**src/rtl/lane_vrf_write_arbiter.sv**
```systemverilog
// Round-robin arbiter sharing one lane VRF write port among NUM_REQ stage-3 write queues.
// Define VRF_WRITE_ARB_PERF_EN to add saturating grant/drop/stall performance counters.

module lane_vrf_write_arbiter_slot #(
    parameter int NUM_REQ = 4,
    parameter int IDX     = 0,
    parameter int SRC_W   = 2,
    parameter int MASK_W  = 4
) (
    input  logic [SRC_W-1:0]  ptr_i,
    input  logic [MASK_W-1:0] mask_i,
    output logic [SRC_W-1:0]  dist_o,
    output logic              mask_nz_o
);
    // Position of this requester in round-robin order starting at ptr; smallest valid distance wins.
    assign dist_o    = (SRC_W'(IDX) >= ptr_i) ? SRC_W'(IDX) - ptr_i
                                              : SRC_W'(IDX + NUM_REQ) - ptr_i;
    assign mask_nz_o = |mask_i;
endmodule

module lane_vrf_write_arbiter #(
    parameter  int NUM_REQ      = 4,
    parameter  int DATA_WIDTH   = 32,
    parameter  int OFFSET_WIDTH = 8,
    localparam int MASK_W       = DATA_WIDTH / 8,
    localparam int SRC_W        = $clog2(NUM_REQ)
) (
    input  logic                           clock,
    input  logic                           reset,
    input  logic [NUM_REQ-1:0]             req_valid,
    output logic [NUM_REQ-1:0]             req_ready,
    input  logic [5*NUM_REQ-1:0]           req_vd,
    input  logic [OFFSET_WIDTH*NUM_REQ-1:0] req_offset,
    input  logic [MASK_W*NUM_REQ-1:0]      req_mask,
    input  logic [DATA_WIDTH*NUM_REQ-1:0]  req_data,
    input  logic [NUM_REQ-1:0]             req_last,
    input  logic [3*NUM_REQ-1:0]           req_instructionIndex,
    input  logic                           vrfWriteRequest_ready,
    output logic                           vrfWriteRequest_valid,
    output logic [4:0]                     vrfWriteRequest_bits_vd,
    output logic [OFFSET_WIDTH-1:0]        vrfWriteRequest_bits_offset,
    output logic [MASK_W-1:0]              vrfWriteRequest_bits_mask,
    output logic [DATA_WIDTH-1:0]          vrfWriteRequest_bits_data,
    output logic                           vrfWriteRequest_bits_last,
    output logic [2:0]                     vrfWriteRequest_bits_instructionIndex,
    output logic [SRC_W-1:0]               grant_source
`ifdef VRF_WRITE_ARB_PERF_EN
   ,output logic [16*NUM_REQ-1:0]          perf_grant_count,
    output logic [15:0]                    perf_drop_count,
    output logic [15:0]                    perf_stall_count
`endif
);

    logic [NUM_REQ-1:0][4:0]              vd_w;
    logic [NUM_REQ-1:0][OFFSET_WIDTH-1:0] offset_w;
    logic [NUM_REQ-1:0][MASK_W-1:0]       mask_w;
    logic [NUM_REQ-1:0][DATA_WIDTH-1:0]   data_w;
    logic [NUM_REQ-1:0][2:0]              iidx_w;
    logic [NUM_REQ-1:0][SRC_W-1:0]        dist_w;
    logic [NUM_REQ-1:0]                   mask_nz_w;

    logic                    valid_q, valid_d;
    logic [4:0]              vd_q, vd_d;
    logic [OFFSET_WIDTH-1:0] offset_q, offset_d;
    logic [MASK_W-1:0]       mask_q, mask_d;
    logic [DATA_WIDTH-1:0]   data_q, data_d;
    logic                    last_q, last_d;
    logic [2:0]              iidx_q, iidx_d;
    logic [SRC_W-1:0]        src_q, src_d;
    logic [SRC_W-1:0]        ptr_q, ptr_d;

    logic             win_found;
    logic [SRC_W-1:0] win_idx;
    logic [SRC_W-1:0] win_dist;
    logic             can_load;
    logic             accept;
    logic             load;

    for (genvar i = 0; i < NUM_REQ; i++) begin : g_req
        assign vd_w[i]     = req_vd[i*5 +: 5];
        assign offset_w[i] = req_offset[i*OFFSET_WIDTH +: OFFSET_WIDTH];
        assign mask_w[i]   = req_mask[i*MASK_W +: MASK_W];
        assign data_w[i]   = req_data[i*DATA_WIDTH +: DATA_WIDTH];
        assign iidx_w[i]   = req_instructionIndex[i*3 +: 3];

        lane_vrf_write_arbiter_slot #(
            .NUM_REQ (NUM_REQ),
            .IDX     (i),
            .SRC_W   (SRC_W),
            .MASK_W  (MASK_W)
        ) u_slot (
            .ptr_i     (ptr_q),
            .mask_i    (mask_w[i]),
            .dist_o    (dist_w[i]),
            .mask_nz_o (mask_nz_w[i])
        );
    end

    always_comb begin
        win_found = 1'b0;
        win_idx   = '0;
        win_dist  = '0;
        for (int i = 0; i < NUM_REQ; i++) begin
            if (req_valid[i] && (!win_found || dist_w[i] < win_dist)) begin
                win_found = 1'b1;
                win_idx   = SRC_W'(i);
                win_dist  = dist_w[i];
            end
        end
    end

    assign can_load  = ~valid_q | vrfWriteRequest_ready;
    assign accept    = win_found & can_load & ~reset;
    // Zero-mask writes are consumed here but never reach the VRF port.
    assign load      = accept & mask_nz_w[win_idx];
    assign req_ready = accept ? ({{(NUM_REQ-1){1'b0}}, 1'b1} << win_idx) : '0;

    always_comb begin
        valid_d  = valid_q;
        vd_d     = vd_q;
        offset_d = offset_q;
        mask_d   = mask_q;
        data_d   = data_q;
        last_d   = last_q;
        iidx_d   = iidx_q;
        src_d    = src_q;
        ptr_d    = ptr_q;
        if (accept)
            ptr_d = (win_idx == SRC_W'(NUM_REQ - 1)) ? '0 : win_idx + SRC_W'(1);
        if (load) begin
            valid_d  = 1'b1;
            vd_d     = vd_w[win_idx];
            offset_d = offset_w[win_idx];
            mask_d   = mask_w[win_idx];
            data_d   = data_w[win_idx];
            last_d   = req_last[win_idx];
            iidx_d   = iidx_w[win_idx];
            src_d    = win_idx;
        end else if (vrfWriteRequest_ready) begin
            valid_d = 1'b0;
        end
    end

    always_ff @(posedge clock or posedge reset) begin
        if (reset) begin
            valid_q  <= 1'b0;
            vd_q     <= '0;
            offset_q <= '0;
            mask_q   <= '0;
            data_q   <= '0;
            last_q   <= 1'b0;
            iidx_q   <= '0;
            src_q    <= '0;
            ptr_q    <= '0;
        end else begin
            valid_q  <= valid_d;
            vd_q     <= vd_d;
            offset_q <= offset_d;
            mask_q   <= mask_d;
            data_q   <= data_d;
            last_q   <= last_d;
            iidx_q   <= iidx_d;
            src_q    <= src_d;
            ptr_q    <= ptr_d;
        end
    end

    assign vrfWriteRequest_valid                 = valid_q;
    assign vrfWriteRequest_bits_vd               = vd_q;
    assign vrfWriteRequest_bits_offset           = offset_q;
    assign vrfWriteRequest_bits_mask             = mask_q;
    assign vrfWriteRequest_bits_data             = data_q;
    assign vrfWriteRequest_bits_last             = last_q;
    assign vrfWriteRequest_bits_instructionIndex = iidx_q;
    assign grant_source                          = src_q;

`ifdef VRF_WRITE_ARB_PERF_EN
    logic [NUM_REQ-1:0][15:0] grant_cnt_q;
    logic [15:0]              drop_cnt_q;
    logic [15:0]              stall_cnt_q;

    always_ff @(posedge clock or posedge reset) begin
        if (reset) begin
            grant_cnt_q <= '0;
            drop_cnt_q  <= '0;
            stall_cnt_q <= '0;
        end else begin
            if (load && grant_cnt_q[win_idx] != 16'hFFFF)
                grant_cnt_q[win_idx] <= grant_cnt_q[win_idx] + 16'd1;
            if (accept && !mask_nz_w[win_idx] && drop_cnt_q != 16'hFFFF)
                drop_cnt_q <= drop_cnt_q + 16'd1;
            if (valid_q && !vrfWriteRequest_ready && stall_cnt_q != 16'hFFFF)
                stall_cnt_q <= stall_cnt_q + 16'd1;
        end
    end

    assign perf_grant_count = grant_cnt_q;
    assign perf_drop_count  = drop_cnt_q;
    assign perf_stall_count = stall_cnt_q;
`endif

endmodule

```
**config.mk**
```make
export PLATFORM = sky130hd
export DESIGN_NAME = lane_vrf_write_arbiter
export DESIGN_NICKNAME = d
export VERILOG_FILES = /design/src/rtl/lane_vrf_write_arbiter.sv
export SDC_FILE = /design/constraint.sdc
export NUM_CORES = 1
export LEC_CHECK = 0
export CAP_MARGIN = 20
export CORE_ASPECT_RATIO = 2
export CORE_MARGIN = 8
export CORE_UTILIZATION = 40
export CTS_CLUSTER_SIZE = 24
export DETAILED_ROUTE_END_ITERATION = 7
export PLACE_DENSITY = 0.92
export SETUP_SLACK_MARGIN = 0.15
export SYNTH_ARGS = -nofsm -noshare
export SYNTH_HDL_FRONTEND = slang
export SYNTH_SLANG_ARGS = --single-unit
```
**constraint.sdc**
```tcl
create_clock -name clock -period 9.5 [get_ports clock]
set_input_delay 0.95 -clock clock [delete_from_list [all_inputs] [get_ports clock]]
set_output_delay 0.95 -clock clock [all_outputs]
set_load 0.005 [all_outputs]
```
==> results of run 1 <==
## cell usage after synthesis, types with 4 or more instances
cell,count
a21oi_1,54
nand2_1,5
inv_1,4
ha_1,6
dfrtp_1,58
o21ai_0,4
and2_1,5
a221oi_1,54
clkbuf_1,19
mux2_4,38
mux2i_1,53
mux2_2,16
buf_6,5
nor3_1,4
nor2_1,55
buf_2,15
## power by group through the flow
stage,combinational [mW],sequential (mW),clock (mW)
after global placement,1.44,0.459,0
final,1.51,0.466,0.311
after global routing,1.61,0.482,0.327
after CTS,1.51,0.465,0.316
after detailed placement,1.51,0.462,0
after floorplan,0.930,0.460,0
## flip-flops by register name, indices dropped and copies added, names as in the netlist
name	count
vrfWriteRequest_bits_mask	4
vrfWriteRequest_bits_vd	5
vrfWriteRequest_bits_offset	8
vrfWriteRequest_bits_instructionIndex	3
vrfWriteRequest_bits_last	1
vrfWriteRequest_valid	1
vrfWriteRequest_bits_data	32
ptr_q	2
grant_source	2
## final cells by class
cell class | instances | area (um2) | share of cell area [%]
timing repair buffer | 283 | 2820 | 37.9
multi-input combinational | 324 | 2680 | 36.1
sequential | 58 | 1450 | 19.5
clock buffer | 13 | 280 | 3.77
tap | 137 | 171 | 2.31
inverter | 5 | 18.8 | 0.253
clock inverter | 2 | 10.0 | 0.135
## routing by layer
layer | global-route usage, % | share of wire (%)
met5 | 0 | 0
met4 | 11.9 | 3.9
met3 | 7.79 | 8.4
met2 | 45.6 | 54
met1 | 25.1 | 34
## per-stage QoR
stage	util, %	hold WS (ns)
floorplan	-	0.495
global placement	68.2	0.489
detailed placement	68.2	0.496
CTS	70.9	0.506
global route	70.9	0.527
finish	70.9	0.500
## cell families (layout without fill, tap and decap cells)
family	Yosys count	after routing	synth area share, %
buf+inv	45	303	5.23
compound gates	128	128	20.8
fa+ha+maj	6	6	1.74
mux	107	107	29.8
flops	58	58	33.7
simple gates	83	83	8.69
## critical path, delay by kind of cell
family                   cells  cell delay, ns
AO/OA/AOI/OAI                5            1.49
buffers and inverters        5            2.53
AND/OR/NAND/NOR              5            0.49
adder cells (fa/ha/maj)      3            0.85
## final timing paths
path	slack, ns	end
worst max-delay path	2.21	req_ready[1]
worst min-delay path	0.50	vrfWriteRequest_bits_data[13]$_DFFE_PP0P_
worst max register to register	3.59	vrfWriteRequest_bits_data[0]$_DFFE_PP0P_
worst min register to register	0.50	vrfWriteRequest_bits_data[13]$_DFFE_PP0P_
max in group asynchronous	7.56	vrfWriteRequest_bits_data[23]$_DFFE_PP0P_
min in group asynchronous	1.08	vrfWriteRequest_bits_data[27]$_DFFE_PP0P_
==> metrics.yaml, run 1 <==
worst_hold_path:
  min_from: "vrfWriteRequest_bits_data[13]$_DFFE_PP0P_"
  whs_path_depth: 1
  hp-class: "flop to flop"
pwr:
  p_int_mw: 1.40
  p_comb_share_pct: 66.1
  p_per_area_nw_per_um2: 308
  p_sw_share_pct: 38.9
  power_frac_seq_pct: 20.3
  leakagePower_nw: 3.14
  switchingPower_mw: 0.890
  total_power_mw: 2.29
  peakVddDrop_mv: 0.224
  p_clk_share_pct: 13.6
global_routing:
  overflow: 0
  antenna_found_initial: 0
  grt_max_degree: 56
  grt_pass1_wl_mm: 28.1
  grt_pass1_vias: 5293
  track_usage_pct: 25.3
critical_path:
  crit_arrival_ns: 6.34
  worstSetupStartpoint: "req_valid[1]"
  crit_top_cell: "ha_1"
  timing.critical_path.from_type: "primary input"
  ff2ff_path_depth: 15
  cp.required_ns: 8.55
  worstPathMaxFanout: 55
  path_class: "primary input to output pin"
  crit_chain: "clkdlybuf4s50_1 > inv_1 > o31a_1 > ha_1 > o22ai_1 > o21ai_4 > buf_4 > nor2_1 > a21o_1 > ha_1 > nor2_1 > o21a_1 > nor2_4 > nand2_2 > inv_2 > ha_1 > and2_1 > clkdlybuf4s50_1"
  slowest_delay_ns: 0.78
  critPathSlowestCell: "inv_2"
  crit_path_end_kind: "output pin"
  r2r_start: "ptr_q[1]$_DFFE_PP0P_"
routing:
  drc_errors: 0
  wl_per_cell_um: 22.7
  drt-total-wl_mm: 18.7
  firstDrtPassIters: 5
  viasPerCell: 5.76
  drt_iter0_markers: 259
  ant_nets: 0
  num_vias: 4734
sta:
  worstMarginPinSlew_ns: 1.12
  clock_skew_ns: 0.00609
  drv_slew: 0
  grt_setup_unrepaired: "false"
  hold_viol: 0
  period_share_pct: 76.7
  fmax_mhz: 137
  final.setup.tns_ns: 0
  setup_viol: 0
  min_period_ns: 7.29
  relSlewSlack_pct: 25.5
  layout_setup_ws_ns: 2.21
finish:
  num-fill-cells: 798
  drive_gt1_share_pct: 12.4
  fin_cells: 822
  fin_area_um2: 7430
  mostFrequentLayoutCells: "278 x clkdlybuf4s50_1, 58 x dfrtp_1, 55 x nor2_1"
  n_antenna_cell: 0
  finalNetCount: 906
  layout_commonest_cell: "clkdlybuf4s50_1"
  area_delta_synth_final_pct: 72.7
logic_synthesis:
  synth_area_leaders: "dfrtp_1 34%, mux2_4 13%, mux2i_1 12%"
  synth_seq_cells: 58
  synth_edf_count: 0
  synth_warnings: 0
  syn_nets: 652
  avgSynthCellArea_um2: 10.1
  netlist_area_um2: 4300
  seq_area_frac_synth_pct: 33.7
  synth-async-reset-ratio_pct: 100
  yosysTopAreaCell: "dfrtp_1"
  netlist_instances: 427
  synth-main-ff-cell: "dfrtp_1"
  synth.distinct_cells: 41
  synth.top_cell.area_share_pct: 33.7
cts:
  cts_buffer_depth: 2
  root_buffer: "clkbuf_16"
  cts_sinks: 58
  clk_latency_ns: 0.32
  clk_pin_slew_ns: 0.05
  cts_htree_levels: 3
  cts_resized: 0
  cts_hold_buf: 0
  cts_made_buffers: 9
  cts_setup_buffers: 0
  cts_tree: "done"
placement:
  dpl_worst_slack_ns: 2.21
  place_hpwl_mm: 14.3
  portBuffers: 278
  dp.cells: 807
  dpl-instance-area_um2: 7140
  place_congestion: 0.855
floorplanning:
  start_util_pct: 41.1
  die_h_um: 163
  core.rowCount: 53
  die_w_um: 89.3
  io_pins: 279
  die_area_um2: 14500
  core_um2: 10500
run_status:
  status: "complete, no violations"
job:
  drv_cap: 0
(Power assumes the default switching activity.)
==> inputs of run 2 (changes only) <==
CORE_UTILIZATION = 34   (was 40)
PLACE_DENSITY = 0.83   (was 0.92)
clock period = 6.23 ns   (was 9.5 ns; I/O delays follow)
==> metrics.yaml, run 2 (synthesis results as in run 1) <==
run_status:
  status: "complete, no violations"  # unchanged
sta:
  fmax_mhz: 186
  min_period_ns: 5.38
  clock_skew_ns: 0.00946  # was 0.00609 ns
  layout_setup_ws_ns: 0.848  # was 2.21 ns
  setup_viol: 0  # unchanged
  hold_viol: 0  # unchanged
  final.setup.tns_ns: 0  # unchanged
  drv_slew: 0  # unchanged
  relSlewSlack_pct: 36.0  # was 25.5%
  grt_setup_unrepaired: "false"  # unchanged
  period_share_pct: 86.4
  worstMarginPinSlew_ns: 0.960  # was 1.12 ns
floorplanning:
  core_um2: 12500  # was 10500 um2
  die_h_um: 175  # was 163 um
  start_util_pct: 34.5  # was 41.1%
  die_w_um: 95.5  # was 89.3 um
  core.rowCount: 58  # was 53
  die_area_um2: 16700  # was 14500 um2
  io_pins: 279  # unchanged
critical_path:
  slowest_delay_ns: 0.63  # was 0.78 ns
  crit_top_cell: "ha_1"  # unchanged
  crit_chain: "clkdlybuf4s50_1 > inv_1 > o31a_1 > ha_1 > nor3_1 > o21ai_4 > buf_4 > nor2_1 > a21o_1 > ha_1 > nor2_1 > o21a_1 > nor3_1 > inv_1 > ha_1 > and2_1 > clkdlybuf4s50_1"  # was clkdlybuf4s50_1 > inv_1 > o31a_1 > ha_1 > o22ai_1 > o21ai_4 > buf_4 > nor2_1 > a21o_1 > ha_1 > nor2_1 > o21a_1 > nor2_4 > nand2_2 > inv_2 > ha_1 > and2_1 > clkdlybuf4s50_1
  crit_path_end_kind: "output pin"  # unchanged
  critPathSlowestCell: "clkdlybuf4s50_1"  # was inv_2
  worstPathMaxFanout: 25  # was 55
  path_delay_family: "buffers and inverters"  # unchanged
  path_class: "primary input to output pin"  # unchanged
  crit_arrival_ns: 4.76  # was 6.34 ns
  cp.required_ns: 5.61  # was 8.55 ns
  rrSetupSlack_ns: 1.75  # was 3.59 ns
  crit_buf_inv: 5  # unchanged
  timing.critical_path.from_type: "primary input"  # unchanged
placement:
  portBuffers: 278  # unchanged
  place_hpwl_mm: 14.8  # was 14.3 mm
  place_congestion: 0.914  # was 0.855
  dp.cells: 825  # was 807
  dpl_worst_slack_ns: 0.880  # was 2.21 ns
job:
  drv_cap: 0  # unchanged
cts:
  cts_hold_buf: 0  # unchanged
  cts_resized: 0  # unchanged
  cts_htree_levels: 3  # unchanged
  clk_latency_ns: 0.32  # about the same
  cts_setup_buffers: 0  # unchanged
  cts_made_buffers: 9  # unchanged
  cts_buffer_depth: 2  # unchanged
  cts_sinks: 58  # unchanged
  root_buffer: "clkbuf_16"  # unchanged
  cts_tree: "done"  # unchanged
  clk_pin_slew_ns: 0.05  # about the same
finish:
  fin_cells: 843  # was 822
  area_delta_synth_final_pct: 75.9  # was 72.7%
  layout_commonest_cell: "clkdlybuf4s50_1"  # unchanged
  finalNetCount: 911  # was 906
  drive_gt1_share_pct: 13.0  # was 12.4%
  mostFrequentLayoutCells: "278 x clkdlybuf4s50_1, 58 x dfrtp_1, 55 x nor2_1"  # unchanged
  largest_reg_flops: 32  # unchanged
  post-route-util_pct: 60.6  # was 70.9%
routing:
  ant_nets: 0  # unchanged
  num_vias: 4771  # was 4734
  firstDrtPassIters: 7  # was 5
  drc_errors: 0  # unchanged
  viasPerCell: 5.66  # was 5.76
  wl_per_cell_um: 22.6  # was 22.7 um
  drt_iter0_markers: 230  # was 259
  drt-total-wl_mm: 19.0  # was 18.7 mm
global_routing:
  grt_max_degree: 55  # was 56
  grt_pass1_vias: 5177  # was 5293
  overflow: 0  # unchanged
  track_usage_pct: 22.0  # was 25.3%
  grt_pass1_wl_mm: 28.5  # was 28.1 mm
  antenna_found_initial: 1  # was 0
worst_hold_path:
  hp-class: "flop to flop"  # unchanged
pwr:
  leakagePower_nw: 3.20  # was 3.14 nW
  peakVddDrop_mv: 0.362  # was 0.224 mV
  p_per_area_nw_per_um2: 481  # was 308 nW/um2
[run 2: final cells by class]
class	count	area [um2]
antenna	2	5.00
clock buffer	11	243
clock inverter	5	125
fill	1068	4910
inverter	5	18.8
multi-input combinational	324	2680
sequential	58	1450
tap	150	188
timing repair buffer	288	2860
[run 2: final timing paths]
check	start	cells past startpoint	end
max in group asynchronous	reset	3	vrfWriteRequest_bits_data[25]$_DFFE_PP0P_
worst max register to register	ptr_q[1]$_DFFE_PP0P_	18	vrfWriteRequest_bits_vd[4]$_DFFE_PP0P_
min in group asynchronous	reset	2	grant_source[0]$_DFFE_PP0P_
worst min register to register	vrfWriteRequest_bits_vd[1]$_DFFE_PP0P_	1	vrfWriteRequest_bits_vd[1]$_DFFE_PP0P_
worst max-delay path	req_valid[1]	17	req_ready[3]
worst min-delay path	vrfWriteRequest_bits_vd[1]$_DFFE_PP0P_	1	vrfWriteRequest_bits_vd[1]$_DFFE_PP0P_
[run 2: report_power, final]
part | switching, mW | total, mW | internal, mW
Clock | 0.167 | 0.608 | 0.441
Combinational | 1.08 | 2.33 | 1.26
Sequential | 0.119 | 0.703 | 0.585
[run 2: metal layers]
layer	track usage [%]	vias to the layer above	part of all wire, %
li1	-	2161	-
met1	22.4	2307	34
met2	39.2	260	55
met3	5.76	43	7.1
met4	11.0	0	3.5
met5	0	-	0
[run 2: metrics by stage]
stage / area [um2] / hold WS [ns] / total power, mW
5_1_grt: 7570 / 0.519 / 3.85
3_3_place_gp: 7200 / 0.490 / 2.97
4_1_cts: 7560 / 0.509 / 3.67
6_report: 7570 / 0.507 / 3.64
3_5_place_dp: 7200 / 0.496 / 3.03
2_1_floorplan: 4300 / 0.495 / 2.12
==> inputs of run 3 (changes only) <==
TNS_END_PERCENT = 100   (was not set)
==> results of run 3 <==
No change in the layout: final DEF, timing and power equal those of run 2.
